===== src/rtl/mb_pkg.sv =====
// Shared types and pin map for the MiniByte external memory bus initiator.
package mb_pkg;

   typedef enum logic [1:0] {
      IDLE = 2'd0,
      ADDR = 2'd1,
      DATA = 2'd2,
      TURN = 2'd3
   } mb_bus_state_t;

   localparam int MB_PIN_ALE  = 7;
   localparam int MB_PIN_WE_N = 6;
   localparam int MB_PIN_OE_N = 5;
   localparam int MB_PIN_BUSY = 4;

   localparam logic [7:0] MB_PIN_IDLE = 8'h60;

   function automatic int mb_max(input int a, input int b);
      return (a > b) ? a : b;
   endfunction

   function automatic logic [7:0] mb_strobes(input logic ale, input logic we_n,
                                             input logic oe_n, input logic busy);
      logic [7:0] s;
      s              = 8'h00;
      s[MB_PIN_ALE]  = ale;
      s[MB_PIN_WE_N] = we_n;
      s[MB_PIN_OE_N] = oe_n;
      s[MB_PIN_BUSY] = busy;
      return s;
   endfunction

endpackage


===== src/rtl/mb_bus_master.sv =====
// Sequences single-byte core requests onto the multiplexed address/data uio bus.
// Outputs decode only from the state register and latched transfer registers.
module mb_bus_master
   import mb_pkg::*;
#(
   parameter int ADDR_CYCLES = 1,
   parameter int TIMEOUT     = 15
) (
   input  logic       clk,
   input  logic       rst_n,
   input  logic       req_valid,
   output logic       req_ready,
   input  logic       req_we,
   input  logic [7:0] req_addr,
   input  logic [7:0] req_wdata,
   output logic       rsp_valid,
   output logic [7:0] rsp_rdata,
   output logic       rsp_err,
   output logic [7:0] pin_uo,
   output logic [7:0] pin_uio_out,
   output logic [7:0] pin_uio_oe,
   input  logic [7:0] pin_uio_in,
   input  logic       pin_wait
);

   // One counter serves both the address hold and the wait count.
   localparam int CNT_W = mb_max($clog2(TIMEOUT + 1), $clog2(ADDR_CYCLES + 1));
   localparam logic [CNT_W-1:0] ADDR_LAST = CNT_W'(ADDR_CYCLES - 1);
   localparam logic [CNT_W-1:0] TO_LAST   = CNT_W'(TIMEOUT - 1);
   localparam logic [CNT_W-1:0] TO_MAX    = CNT_W'(TIMEOUT);
   localparam logic [CNT_W-1:0] CNT_ZERO  = {CNT_W{1'b0}};
   localparam logic [CNT_W-1:0] CNT_ONE   = CNT_W'(1);

   mb_bus_state_t    state_r, state_s;
   logic [CNT_W-1:0] cnt_r, cnt_s;
   logic             we_r, we_s;
   logic [7:0]       addr_r, addr_s;
   logic [7:0]       wdata_r, wdata_s;
   logic [7:0]       rdata_r, rdata_s;
   logic             err_r, err_s;

   // Next-state, counter and transfer-register update.
   always_comb begin
      state_s = state_r;
      cnt_s   = cnt_r;
      we_s    = we_r;
      addr_s  = addr_r;
      wdata_s = wdata_r;
      rdata_s = rdata_r;
      err_s   = err_r;
      case (state_r)
         IDLE: begin
            cnt_s = CNT_ZERO;
            if (req_valid) begin
               state_s = ADDR;
               we_s    = req_we;
               addr_s  = req_addr;
               wdata_s = req_wdata;
               rdata_s = 8'h00;
               err_s   = 1'b0;
            end else begin
               state_s = IDLE;
            end
         end
         ADDR: begin
            if (cnt_r == ADDR_LAST) begin
               state_s = DATA;
               cnt_s   = CNT_ZERO;
            end else begin
               cnt_s   = cnt_r + CNT_ONE;
            end
         end
         DATA: begin
            if (!pin_wait) begin
               state_s = TURN;
               if (!we_r) begin
                  rdata_s = pin_uio_in;
               end else begin
                  rdata_s = 8'h00;
               end
            end else if (cnt_r == TO_LAST) begin
               // Wait never released: abort with error and no data.
               state_s = TURN;
               cnt_s   = TO_MAX;
               err_s   = 1'b1;
               rdata_s = 8'h00;
            end else if (cnt_r == TO_MAX) begin
               cnt_s   = cnt_r;
            end else begin
               cnt_s   = cnt_r + CNT_ONE;
            end
         end
         TURN: begin
            state_s = IDLE;
            cnt_s   = CNT_ZERO;
         end
         default: begin
            state_s = IDLE;
            cnt_s   = CNT_ZERO;
         end
      endcase
   end

   // State and transfer registers with synchronous active-low reset.
   always_ff @(posedge clk) begin
      if (!rst_n) begin
         state_r <= IDLE;
         cnt_r   <= CNT_ZERO;
         we_r    <= 1'b0;
         addr_r  <= 8'h00;
         wdata_r <= 8'h00;
         rdata_r <= 8'h00;
         err_r   <= 1'b0;
      end else begin
         state_r <= state_s;
         cnt_r   <= cnt_s;
         we_r    <= we_s;
         addr_r  <= addr_s;
         wdata_r <= wdata_s;
         rdata_r <= rdata_s;
         err_r   <= err_s;
      end
   end

   // Pin and response decode from registered state only.
   always_comb begin
      req_ready   = 1'b0;
      rsp_valid   = 1'b0;
      rsp_rdata   = 8'h00;
      rsp_err     = 1'b0;
      pin_uo      = MB_PIN_IDLE;
      pin_uio_out = 8'h00;
      pin_uio_oe  = 8'h00;
      case (state_r)
         IDLE: begin
            req_ready = 1'b1;
         end
         ADDR: begin
            pin_uo      = mb_strobes(1'b1, 1'b1, 1'b1, 1'b1);
            pin_uio_out = addr_r;
            pin_uio_oe  = 8'hFF;
         end
         DATA: begin
            if (we_r) begin
               pin_uo      = mb_strobes(1'b0, 1'b0, 1'b1, 1'b1);
               pin_uio_out = wdata_r;
               pin_uio_oe  = 8'hFF;
            end else begin
               pin_uo      = mb_strobes(1'b0, 1'b1, 1'b0, 1'b1);
               pin_uio_out = 8'h00;
               pin_uio_oe  = 8'h00;
            end
         end
         TURN: begin
            pin_uo    = mb_strobes(1'b0, 1'b1, 1'b1, 1'b1);
            rsp_valid = 1'b1;
            rsp_rdata = rdata_r;
            rsp_err   = err_r;
         end
         default: begin
            req_ready = 1'b0;
         end
      endcase
   end

endmodule

===== config.mk =====
export PLATFORM = sky130hd
export DESIGN_NAME = mb_bus_master
export DESIGN_NICKNAME = d
export VERILOG_FILES = /design/src/rtl/mb_pkg.sv /design/src/rtl/mb_bus_master.sv
export SDC_FILE = /design/constraint.sdc
export NUM_CORES = 1
export LEC_CHECK = 0
export BUFFER_PORTS_ARGS = -buffer_cell sky130_fd_sc_hd__buf_2
export CORE_MARGIN = 4
export CORE_UTILIZATION = 52
export CTS_CLUSTER_SIZE = 12
export DETAILED_ROUTE_END_ITERATION = 7
export PLACE_DENSITY = 0.8
export SLEW_MARGIN = 40
export SYNTH_ARGS = -nofsm -noshare
export SYNTH_HDL_FRONTEND = slang
export SYNTH_SLANG_ARGS = --single-unit

===== constraint.sdc =====
create_clock -name clk -period 2.57 [get_ports clk]
set_input_delay 0 -clock clk [delete_from_list [all_inputs] [get_ports clk]]
set_output_delay 0 -clock clk [all_outputs]
set_load 0.1 [all_outputs]

==> results.cfg <==
[timing]
max_freq_mhz = 439
rsz0062_at_grt = false
setup_violations = 0
finalClockSkew_ns = 0.0118
min_period_ns = 2.28
worst_pin_slew_ns = 0.654
maxSlewHeadroom_pct = 56.4
hold_viol_final = 0
tns_ns = 0
drv_slew = 0
holdWs_ns = 0.116
fin_crit_sh_pct = 88.7

[routing]
wl_mm = 4.12
dr.pass1.iters = 4
wl_per_cell_um = 12.6
via_per_inst = 5.10
drc = 0
drtIter0Drc = 50
ant_nets = 0
vias = 1672

[finish]
diodes = 0
layout-drive-gt1-share_pct = 27.5
syn_to_final_growth_pct = 34.7
fin_nets = 321
multi_input_area_um2 = 921
num-fill-cells = 251
seq_area_um2 = 641
final_cells = 328
fin_util_pct = 73.9

[yosys]
synth.most_common_cell = nand2_1
yosys.area.top_type_share_pct = 37.9
synth-edff-count = 0
synth_area_leaders = dfxtp_1 38%, nand2_1 8.2%, a22oi_1 7.1%, ha_1 6.7%, a21oi_1 5.9%
synth_seq_area_share_pct = 37.9
synthXorXnorAreaFrac_pct = 0
yosysWarnings = 0
async_flop_share_pct = 0
syn_avg_cell_area_um2 = 8.08
synthCells = 209
yosysTopAreaCell = dfxtp_1
netlist_area_um2 = 1690
synth.mux.area_fraction_pct = 2.52
synth-simple-area-share_pct = 24.1
ys_types = 32
ys_top_cells_by_count = 37 x nand2_1, 32 x dfxtp_1, 20 x a21oi_1, 16 x a22oi_1
synthAdderAreaFrac_pct = 6.67
synth_compound_area_share_pct = 19.8
synth-main-ff-cell = dfxtp_1
synth_top_family_by_area = simple AND/OR/NAND/NOR gates
ys_ff_latch = 32

[grt]
antenna_found_initial = 0
grt_pass1_wl_mm = 7.05
track_usage_pct = 21.4
grt_max_degree = 31
grt_pass1_vias = 1662
overflow = 0

[clock_tree]
ctsResizeCount = 0
cts.sinks = 32
cts-root-buf = clkbuf_4
clk_pin_slew_ns = 0.10
cts.path.max_buffers = 2
cts_buffers = 5
clock_latency_ns = 0.34
cts_tree = yes
htreeDepth = 2

[floorplanning]
die_y_um = 65.0
fp.coreArea_um2 = 3080
dieArea_um2 = 4220
initial_core_util_pct = 54.9
std_cell_rows = 20
dieWidth_um = 65.0
io_pins = 64

[setup_path]
crit_family = buffers and inverters
crit_fanout = 10
cp_cell_sequence = inv_1, ha_1, and2_1, o21a_1, buf_2
cp_slowest_stage_delay_ns = 0.46
required_ns = 2.57
r2r_setup_slack_ns = 0.77
reg2reg_from = state_r[1]$_SDFFE_PN0P_
arrival_ns = 2.28
cp_slowest_cell = buf_2
r2r-end = rdata_r[2]$_SDFFE_PN0P_
rr_worst_depth = 6
cp-start-kind = flip-flop
worst-setup-path-type = reg2out
timing.critical_path.buf_inv = 2
worstSetupEndpointType = output port

[min_path]
min-delay-start = pin_wait
hold_class = in2reg
hold_depth = 4
min_to = cnt_r[3]$_SDFFE_PN0P_

[job]
maxCapViolations = 0

[place]
port_buffers = 59
gp_congestion = 0.795
placed_cells = 294
dp_hpwl_mm = 2.64

[power]
powerDensity_nw_per_um2 = 1130
leakage_nw = 1.00
ir_drop_v = 0.000670

[run_status]
status = completed
==> placed cells by master (no fill, tap or decap), types with 2 or more instances in the layout <==
cell type      netlist  layout
dfxtp_1             32      32
and2_1              11      11
a22oi_1             16      16
nor3_1               2       2
mux2i_1              2       2
mux2_2               2       2
nor2_1              11      11
inv_1                7       6
o21ai_0              7       5
nor2b_1              8       8
nand2_1             37      37
conb_1               1       4
o21ai_2              0       2
a21oi_1             20      20
nand2b_1             4       4
buf_2                2      59
ha_1                 9       8
dlygate4sd3_1        0      26
nand3_1              5       5
clkbuf_4             0       5
a211oi_2             2       2
==> metrics by stage <==
step	instance area (µm²)	setup slack (ns)	power [mW]
6_report	2270	0.291	2.58
5_1_grt	2270	0.132	2.71
4_1_cts	2270	0.301	2.58
3_5_place_dp	1940	0.657	2.18
3_3_place_gp	1940	0.730	2.17
2_1_floorplan	1710	0.0197	2.00
==> how the worst max path moves through the flow <==
stage / start / end / slack, ns / depth (start not counted)
after floorplan: state_r[0]$_SDFFE_PN0P_ / pin_uio_out[0] / 0.02 / 6
after global placement: state_r[0]$_SDFFE_PN0P_ / pin_uio_oe[0] / 0.73 / 5
after detailed placement: state_r[0]$_SDFFE_PN0P_ / pin_uio_oe[1] / 0.66 / 5
after CTS: state_r[0]$_SDFFE_PN0P_ / pin_uio_oe[1] / 0.30 / 5
after global routing: state_r[0]$_SDFFE_PN0P_ / pin_uio_oe[1] / 0.13 / 5
final: state_r[0]$_SDFFE_PN0P_ / pin_uio_oe[1] / 0.29 / 5
==> routing by layer <==
metal	up-vias	global-route usage (%)	wire (µm)
li1	845	-	-
met1	762	22.6	1660
met2	52	39.1	2070
met3	13	6.24	274
met4	0	9.23	110
met5	-	0	0
==> power by group <==
group	internal (mW)	switching, mW	leakage (nW)
logic	0.348	1.23	0.697
clock network	0.204	0.170	0.0422
registers	0.574	0.0551	0.261
==> cell families (layout without fill, tap and decap cells) <==
family / after synthesis / in the layout
compound gates: 51 / 51
buf+inv: 28 / 100
other cells: 1 / 4
flops: 32 / 32
fa+ha+maj: 9 / 9
mux: 4 / 4
simple gates: 84 / 84
==> flip-flops by register name (all words and copies together) (netlist names) <==
| register | flops |
|---|---|
| addr_r | 8 |
| rdata_r | 8 |
| wdata_r | 8 |
| cnt_r | 4 |
| state_r | 2 |
| err_r | 1 |
| we_r | 1 |
==> worst min-delay path, cell delays in order <==
cell	delay, ns
buf_2	0.15
a21boi_2	0.11
nand3_1	0.09
o31ai_1	0.06
==> layout make-up <==
type | instances | area share (%)
multi-input cells | 152 | 40.5
repair buffers | 85 | 24.4
flip-flops and latches | 32 | 28.2
well taps | 44 | 2.42
inverters | 7 | 1.16
clock inverters | 2 | 1.54
clock buffers | 6 | 1.82
==> repair_timing <==
| action | CTS | global route |
|---|---|---|
| hold buffers | 26 | 0 |
| endpoints found under the hold margin | 28 | 0 |
| setup buffers | 0 | 0 |
Note: power is estimated with default switching activity, not from simulation.
